==> src/rtl/axi_st_data_gen.sv <==
// axi_st_data_gen
// Streaming test-data generator for the card-to-host path. A rising edge on
// config_reg0[0] starts a run of fixed-length packets whose beats carry
// {packet index, beat index} in every 64-bit lane, so the host can check
// ordering and completeness. An optional idle gap separates packets.
//
// Ports
//   axi_clk, axi_rstn    clock, asynchronous active-low reset
//   config_reg0[0]       enable (rising edge starts a run, low ends it)
//   config_reg1          [15:0] beats per packet, [31:16] gap cycles
//   config_reg2          packets per run, 0 = continuous
//   m_axis_*             AXI4-Stream master (tdata/tkeep/tvalid/tready/tlast)
//   gen_busy             run in progress
//   gen_done             one-cycle pulse when a run ends
//   pkt_sent_cnt         packets completed in the current or last run
module axi_st_data_gen #(
  parameter int DATA_WIDTH = 64
) (
  input  logic                    axi_clk,
  input  logic                    axi_rstn,
  input  logic [31:0]             config_reg0,
  input  logic [31:0]             config_reg1,
  input  logic [31:0]             config_reg2,
  output logic [DATA_WIDTH-1:0]   m_axis_tdata,
  output logic [DATA_WIDTH/8-1:0] m_axis_tkeep,
  output logic                    m_axis_tvalid,
  input  logic                    m_axis_tready,
  output logic                    m_axis_tlast,
  output logic                    gen_busy,
  output logic                    gen_done,
  output logic [31:0]             pkt_sent_cnt
);

  localparam int LANES = DATA_WIDTH / 64;

  typedef enum logic [1:0] {
    IDLE = 2'd0,
    SEND = 2'd1,
    GAP  = 2'd2
  } state_t;

  state_t      state_q, state_d;
  logic        enPrev_q;
  logic        startPend_q, startPend_d;
  logic        stopReq_q, stopReq_d;
  logic        done_q, done_d;
  logic [15:0] beats_q, beats_d;
  logic [15:0] gapLen_q, gapLen_d;
  logic [15:0] gapCnt_q, gapCnt_d;
  logic [31:0] pktTarget_q, pktTarget_d;
  logic [31:0] pktCnt_q, pktCnt_d;
  logic [31:0] beatIdx_q, beatIdx_d;

  logic enable;
  logic startEdge;
  logic handshake;
  logic lastBeat;
  logic runEnd;

  assign enable    = config_reg0[0];
  assign startEdge = enable & ~enPrev_q;
  assign handshake = m_axis_tvalid & m_axis_tready;
  assign lastBeat  = (beatIdx_q == ({16'd0, beats_q} - 32'd1));

  // A run ends after the tlast beat either when the programmed packet count
  // is reached or when enable has been seen low at any point during the
  // packet; the packet itself is never truncated.
  assign runEnd = ((pktTarget_q != 32'd0) && ((pktCnt_q + 32'd1) == pktTarget_q))
                  || !enable || stopReq_q;

  // State and datapath registers.
  always_ff @(posedge axi_clk or negedge axi_rstn) begin
    if (!axi_rstn) begin
      state_q     <= IDLE;
      enPrev_q    <= 1'b0;
      startPend_q <= 1'b0;
      stopReq_q   <= 1'b0;
      done_q      <= 1'b0;
      beats_q     <= '0;
      gapLen_q    <= '0;
      gapCnt_q    <= '0;
      pktTarget_q <= '0;
      pktCnt_q    <= '0;
      beatIdx_q   <= '0;
    end else begin
      state_q     <= state_d;
      enPrev_q    <= enable;
      startPend_q <= startPend_d;
      stopReq_q   <= stopReq_d;
      done_q      <= done_d;
      beats_q     <= beats_d;
      gapLen_q    <= gapLen_d;
      gapCnt_q    <= gapCnt_d;
      pktTarget_q <= pktTarget_d;
      pktCnt_q    <= pktCnt_d;
      beatIdx_q   <= beatIdx_d;
    end
  end

  // Next-state logic. A start is latched on the edge it is detected and the
  // FSM leaves IDLE one edge later, so tvalid and gen_busy rise together one
  // cycle after the start edge.
  always_comb begin
    state_d     = state_q;
    startPend_d = 1'b0;
    stopReq_d   = stopReq_q;
    done_d      = 1'b0;
    beats_d     = beats_q;
    gapLen_d    = gapLen_q;
    gapCnt_d    = gapCnt_q;
    pktTarget_d = pktTarget_q;
    pktCnt_d    = pktCnt_q;
    beatIdx_d   = beatIdx_q;

    case (state_q)
      IDLE: begin
        if (startEdge) begin
          beats_d     = config_reg1[15:0];
          gapLen_d    = config_reg1[31:16];
          pktTarget_d = config_reg2;
          pktCnt_d    = '0;
          beatIdx_d   = '0;
          stopReq_d   = 1'b0;
          startPend_d = 1'b1;
        end
        // A zero-length packet configuration finishes immediately.
        if (startPend_q) begin
          if (beats_q == 16'd0) begin
            done_d = 1'b1;
          end else begin
            state_d = SEND;
          end
        end
      end

      SEND: begin
        if (!enable) begin
          stopReq_d = 1'b1;
        end
        if (handshake) begin
          if (lastBeat) begin
            beatIdx_d = '0;
            pktCnt_d  = pktCnt_q + 32'd1;
            if (runEnd) begin
              state_d = IDLE;
              done_d  = 1'b1;
            end else if (gapLen_q != 16'd0) begin
              state_d  = GAP;
              gapCnt_d = gapLen_q;
            end
          end else begin
            beatIdx_d = beatIdx_q + 32'd1;
          end
        end
      end

      GAP: begin
        if (!enable) begin
          state_d = IDLE;
          done_d  = 1'b1;
        end else if (gapCnt_q <= 16'd1) begin
          state_d = SEND;
        end else begin
          gapCnt_d = gapCnt_q - 16'd1;
        end
      end

      default: begin
        state_d = IDLE;
      end
    endcase
  end

  assign m_axis_tdata  = {LANES{pktCnt_q, beatIdx_q}};
  assign m_axis_tkeep  = '1;
  assign m_axis_tvalid = (state_q == SEND);
  assign m_axis_tlast  = (state_q == SEND) && lastBeat;
  assign gen_busy      = (state_q != IDLE);
  assign gen_done      = done_q;
  assign pkt_sent_cnt  = pktCnt_q;

endmodule
==> config.mk <==
export PLATFORM = sky130hd
export DESIGN_NAME = axi_st_data_gen
export DESIGN_NICKNAME = d
export VERILOG_FILES = /design/src/rtl/axi_st_data_gen.sv
export SDC_FILE = /design/constraint.sdc
export NUM_CORES = 1
export LEC_CHECK = 0
export CAP_MARGIN = 20
export CELL_PAD_IN_SITES_DETAIL_PLACEMENT = 1
export CELL_PAD_IN_SITES_GLOBAL_PLACEMENT = 2
export CORE_MARGIN = 10
export CORE_UTILIZATION = 31
export DETAILED_ROUTE_END_ITERATION = 7
export GPL_TIMING_DRIVEN = 0
export PLACE_DENSITY = 0.8
export REMOVE_ABC_BUFFERS = 1
export SYNTH_ARGS = -nofsm -noshare
export SYNTH_HDL_FRONTEND = slang
export SYNTH_SLANG_ARGS = --single-unit
==> constraint.sdc <==
create_clock -name axi_clk -period 4.4 [get_ports axi_clk]
set_input_delay 0.88 -clock axi_clk [delete_from_list [all_inputs] [get_ports axi_clk]]
set_output_delay 0.88 -clock axi_clk [all_outputs]
set_load 0.005 [all_outputs]
==> run metrics, run 1 <==
status=finished clean; # setup viols final=0; Reg2Reg Depth=10; num rows=63; Final Skew=between 0.01 and 0.015 ns; critical path capture point type=flip-flop; EDFF count, synth=0; worst-margin pin slew=1.02 ns; grt total ovfl=0; first-pass GRT wire length=approximately 52 mm; detailed placement HPWL=23.2 mm; worst hold path class=in -> async; max cap viols=0; Clock power frac=approximately 43%; Hold-fix buffers, CTS=0; Core Area=roughly 30,000 um^2; Critical Path RT=between 4 and 5 ns; critical setup path kind=in -> reg; Routed Antenna Nets=0; Fmax=242 MHz; sequential share of power=45.3%; Combinational Power Share=between 10% and 20%; Netlist Area Pre-Place=between 9000 and 10,000 um^2; syn_area_per_cell=between 9 and 10 um^2; setup TNS=0 ns; pwr/cell area=283 nW/um^2; Peak VDD IR=0.000246 V; Data arrival, critical path=4.47 ns; CTS tree=yes; Total Die Area=38,000 um^2; Slew headroom=32.2%; post-route cell area=~12,000 um^2; #FFs+latches synth=150; Synth top area share=a little under 40%; fin crit share=between 90% and 100%; Die Wd=between 150 and 200 um; DRT Wirelength=between 30 and 40 mm; die height=195 um; synth warn=0; Synth area leaders=dfrtp_1, mux2_2, o21ai_0, xor2_1, buf_4; Sw Pwr=between 0.9 and 1 mW; final hold vios=0; RSZ-0062 raised after global routing=false; leakage dissipation=4.71 nW; detailed-route via count=8,498; total power=between 3 and 4 mW; share of layout cells above drive strength 1=between 10% and 20%; Placement Cell Area=between 10,000 and 15,000 um^2; # diodes=0; PnR worst setup slack=roughly 0.27 ns; pre-CTS setup slack=-0.461 ns; antenna violations before repair=1; Iteration-0 DRC Markers=between 400 and 500; Top FF cell, synth=dfrtp_1; # H-tree levels=4; routed vias/inst=between 5 and 6; post-layout util=about two fifths; number of buffers created by CTS=17; fill count=3,408; most common cell in the netlist=dfrtp_1; sequential share of the synthesized area=just under 40%; Cells after Synth=1,041; area delta synth->final=26.3%; first-pass iteration count of the detailed router=5; CTS max path bufs=2; IO buf count=167; All-Layer GR Usage=roughly 17%; vias in the first global route=8,973; Post-synth ARST share=between 90% and 100%; kind of start point of the critical path=input pin; Clk Latency, worst-skew pair=0.43 ns; largest net degree at the start of global routing=85; Clk Tree Root Cell=clkbuf_16; Switching Fraction=a little over a quarter; per-cell routed wire length=just over 20 um; largest area contributor in the netlist=dfrtp_1; I/O Pins=207; clock sinks=150; starting density of the core=around a third; final slew viol count=0; # DRC=0; Nets=1,252; Netlist cell types=between 80 and 90; global placer's final weighted congestion=about 0.83; Clock transition at path regs=0.07 ns; crit-path max FO=12; top post-synthesis cells by count=dfrtp_1, nand2_1, nor2_1, o21ai_0, mux2_2; fin crit period=roughly 4.1 ns; P_int=2.47 mW
==> final cells by class <==
cell class | instances | area, um^2 | area share (%)
clock buffer | 20 | 457 | 3.82
inverter | 31 | 116 | 0.972
tap | 390 | 488 | 4.08
sequential | 150 | 3760 | 31.4
multi-input combinational | 766 | 5160 | 43.1
timing repair buffer | 182 | 1870 | 15.6
clock inverter | 12 | 118 | 0.983
==> flip-flops by register name, summed over array words and instances (netlist names) <==
| register | cells |
|---|---|
| beatIdx_q | 32 |
| beats_q | 16 |
| enPrev_q | 1 |
| gapCnt_q | 16 |
| gapLen_q | 16 |
| gen_done | 1 |
| pktTarget_q | 32 |
| pkt_sent_cnt | 32 |
| startPend_q | 1 |
| state_q | 2 |
| stopReq_q | 1 |
==> cell families after synthesis <==
group | share of synthesized area, %
other cells | 0.0396
xor+xnor | 7.30
buf+inv | 7.39
simple gates | 22.4
mux | 7.21
compound gates | 15.3
flops | 39.6
fa+ha+maj | 0.766
==> routing by layer <==
metal / track usage [%] / vias to the layer above / share of wire, % / wire length (um)
met4: 4.48 / 2 / 1.4 / 436
met2: 26.6 / 171 / 47 / 14900
met3: 3.73 / 24 / 4.2 / 1330
met5: 0 / - / 0.053 / 17
li1: - / 3963 / - / -
met1: 21.8 / 4338 / 48 / 15200
==> through the flow <==
| stage | std cells | hold WS [ns] |
|---|---|---|
| after floorplan | 947 | 0.479 |
| after global placement | 1504 | 0.501 |
| after detailed placement | 1513 | 0.516 |
| after CTS | 1547 | 0.415 |
| after global routing | 1551 | 0.430 |
| final | 1551 | 0.408 |
==> path summary, 6_finish.rpt <==
| path | startpoint | slack (ns) | endpoint |
|---|---|---|---|
| min in group axi_clk | stopReq_q | 0.52 | stopReq_q |
| max in group asynchronous | axi_rstn | 3.14 | pkt_sent_cnt[31] |
| worst max-delay path | config_reg0[0] | 0.27 | beatIdx_q[30] |
| worst min register to register | stopReq_q | 0.52 | stopReq_q |
| worst min-delay path | axi_rstn | 0.41 | beats_q[12] |
| worst max register to register | beats_q[3] | 0.31 | pkt_sent_cnt[6] |
==> power by group through the flow <==
| stage | registers, mW | logic, mW | clock network [mW] |
|---|---|---|---|
| 3_3_place_gp | 1.56 | 0.368 | 0 |
| 5_1_grt | 1.55 | 0.428 | 1.57 |
| 4_1_cts | 1.54 | 0.389 | 1.51 |
| 6_report | 1.53 | 0.384 | 1.47 |
| 2_1_floorplan | 1.53 | 0.185 | 0 |
| 3_5_place_dp | 1.56 | 0.381 | 0 |
==> what timing repair did <==
item / CTS / global route
pin swaps: 2 / 3
resized for setup: 13 / 6
setup endpoints to repair: 25 / 16
buffers inserted: 2 / 4
==> worst max-delay path, cell delays in order <==
cell and delay, ns:
clkdlybuf4s50_1 0.78, or3b_1 0.42, a21oi_1 0.56, nand4_1 0.32, or3_1 0.50, nor2_1 0.30, nand2_1 0.20, or3_1 0.35
a21oi_1 0.15
==> cells in the final DEF (no fill, tap or decap), drive strengths merged, types with 16 or more instances in the layout <==
cell type / count
a21oi: 37
buf: 16
clkbuf: 20
clkdlybuf4s50: 165
dfrtp: 150
inv: 36
mux2: 58
nand2: 85
nand3: 47
nand4: 29
nor2: 81
nor3: 28
nor4: 30
o21ai: 80
o31ai: 24
xnor2: 37
xor2: 42
Power figures use the tool's default switching activity.
==> run 2: changes to the inputs <==
--- a/config.mk
+++ b/config.mk
@@ -8,6 +8,7 @@
 export CAP_MARGIN = 20
 export CELL_PAD_IN_SITES_DETAIL_PLACEMENT = 1
 export CELL_PAD_IN_SITES_GLOBAL_PLACEMENT = 2
+export CORE_ASPECT_RATIO = 1.5
 export CORE_MARGIN = 10
 export CORE_UTILIZATION = 31
 export DETAILED_ROUTE_END_ITERATION = 7
==> run 2 against run 1 <==
Net effect: total power increased by 0.73%; via count shrank 0.19%; design area rose by 0.12%; first-iteration DRC count shrank 5.6%; register-to-register slack about the same; critical path depth did not move; largest power group unchanged.
==> run metrics, run 2 (synthesized netlist as in run 1, its figures left out) <==
antenna violations before repair=0 (was 1); grt total ovfl=0 (unchanged); reg2reg start=pkt_sent_cnt[4] (was beats_q[3]); fin crit share=92.9% (was 94.0%); detailed placement HPWL=24.3 mm (was 23.2 mm); leakage dissipation=4.72 nW (was 4.71 nW); # DRC=0 (unchanged); most frequent cells in the layout=clkdlybuf4s50_1, dfrtp_1, nand2_1, nor2_1, o21ai_0 (unchanged); P_int=2.52 mW (was 2.47 mW); largest net degree at the start of global routing=81 (was 85); Placed Cells=1,523 (was 1,513); critical setup path kind=reg -> reg (was in -> reg); critical path capture point type=flip-flop (unchanged); per-cell routed wire length=20.9 um (was 20.6 um); # setup viols final=0 (unchanged); die height=234 um (was 195 um); pwr/cell area=285 nW/um^2 (was 283 nW/um^2); worst hold path class=in -> async (unchanged); RSZ-0062 raised after global routing=false (unchanged); kind of start point of the critical path=flip-flop (was input pin); post-route cell area=12,000 um^2 (about the same); # diodes=0 (unchanged); Die Wd=163 um (was 195 um); CTS tree=yes (unchanged); share of layout cells above drive strength 1=12.5% (was 12.9%); reg2reg setup slack=0.31 ns (about the same); All-Layer GR Usage=17.2% (was 16.5%); Clock power frac=43.6% (was 43.3%); num rows=78 (was 63); Final Skew=0.0115 ns (was 0.0128 ns); worst-margin pin slew=0.993 ns (was 1.02 ns); Peak VDD IR=0.000278 V (was 0.000246 V); CP startpoint=pkt_sent_cnt[4] (was config_reg0[0]); Reg2Reg Depth=9 (was 10); Slew headroom=33.5% (was 32.2%); setup TNS=0 ns (unchanged); detailed-route via count=8,482 (was 8,498); vias in the first global route=9,107 (was 8,973); Clk Latency, worst-skew pair=0.46 ns (was 0.43 ns); first-pass GRT wire length=51.9 mm (was 51.5 mm); PnR worst setup slack=0.312 ns (was 0.265 ns); most common cell after layout, fill and taps aside=clkdlybuf4s50_1 (unchanged); Critical Path RT=4.69 ns (was 4.73 ns); Clock transition at path regs=0.06 ns (was 0.07 ns); Sw Pwr=0.891 mW (was 0.918 mW); worst r2r dst=gapCnt_q[0] (was pkt_sent_cnt[6]); hold_ws=0.378 ns (was 0.408 ns); clock sinks=150 (unchanged); final slew viol count=0 (unchanged); Nets=1,251 (was 1,252); routed vias/inst=5.44 (was 5.48); I/O Pins=207 (unchanged); # H-tree levels=4 (unchanged); Hold-fix buffers, CTS=0 (unchanged); IO buf count=167 (unchanged); Core Area=30,300 um^2 (was 29,900 um^2); Data arrival, critical path=4.37 ns (was 4.47 ns); number of buffers created by CTS=17 (unchanged); CTS max path bufs=2 (unchanged); area delta synth->final=26.4% (was 26.3%); Routed Antenna Nets=0 (unchanged); status=finished clean (unchanged); first-pass iteration count of the detailed router=4 (was 5); Fmax=245 MHz (was 242 MHz); worst setup path endpoint=gapCnt_q[0] (was beatIdx_q[30]); crit-path max FO=16 (was 12); max cap viols=0 (unchanged); starting density of the core=31.3% (was 31.7%); final hold vios=0 (unchanged); Iteration-0 DRC Markers=423 (was 448); Placement Cell Area=11,300 um^2 (was 11,200 um^2); DRT Wirelength=32.6 mm (was 31.9 mm); Combinational Power Share=11.2% (was 11.3%); Total Die Area=38,100 um^2 (was 38,000 um^2); Switching Fraction=26.1% (was 27.1%); fin crit period=4.09 ns (was 4.13 ns); non-filler instance count after layout=1,559 (was 1,551); Clk Tree Root Cell=clkbuf_16 (unchanged); sequential share of power=45.1% (was 45.3%); pre-CTS setup slack=-0.404 ns (was -0.461 ns); global placer's final weighted congestion=0.841 (was 0.833)
==> run 2: power by group through the flow <==
stage	sequential [mW]	clock, mW	combinational [mW]
2_1_floorplan	1.53	0	0.185
3_3_place_gp	1.57	0	0.365
3_5_place_dp	1.57	0	0.380
4_1_cts	1.54	1.53	0.388
5_1_grt	1.55	1.58	0.429
6_report	1.54	1.49	0.383
==> run 2: timing repair <==
| item | 4_1_cts | 5_1_grt |
|---|---|---|
| pin swaps | 2 | 2 |
| endpoints found under the setup margin | 4 | 14 |
| buffers inserted | 2 | 3 |
| gates resized for setup | 11 | 7 |
==> run 2: worst max-delay path, stage by stage (launching register included) <==
cell and delay (ns):
dfrtp_1 0.70, nand3_2 0.44, nor3_2 0.52, nand4_1 0.28
mux2i_1 0.40, nand2_1 0.10, nor4b_1 0.34, nand4_1 0.31
nand3_1 0.61, o311ai_0 0.21
==> run 2: per-stage QoR <==
step	power, mW	utilization, %
finish	3.41	39.6
floorplan	1.71	-
global placement	1.93	36.7
detailed placement	1.95	37.2
global route	3.56	39.6
CTS	3.45	39.4
==> run 2: worst min-delay path by stage <==
stage / to / cells past startpoint
after detailed placement: stopReq_q / 2
after CTS: pktTarget_q[12] / 1
final: pktTarget_q[3] / 1
after global placement: stopReq_q / 2
after global routing: pktTarget_q[3] / 1
after floorplan: stopReq_q / 2
==> run 2: final cells by class <==
cell class	count	area (um^2)
clock buffers	22	474
repair buffers	181	1870
fillers	3468	18300
inverters	31	116
multi-input cells	766	5170
flip-flops and latches	150	3750
well taps	400	500
clock inverters	9	101
==> run 2: metal layers <==
metal  GRT usage (%)  wire [um]
met5               0          0
met4            7.43        943
met3            3.19       1280
met2            32.0      17700
met1            18.5      12700
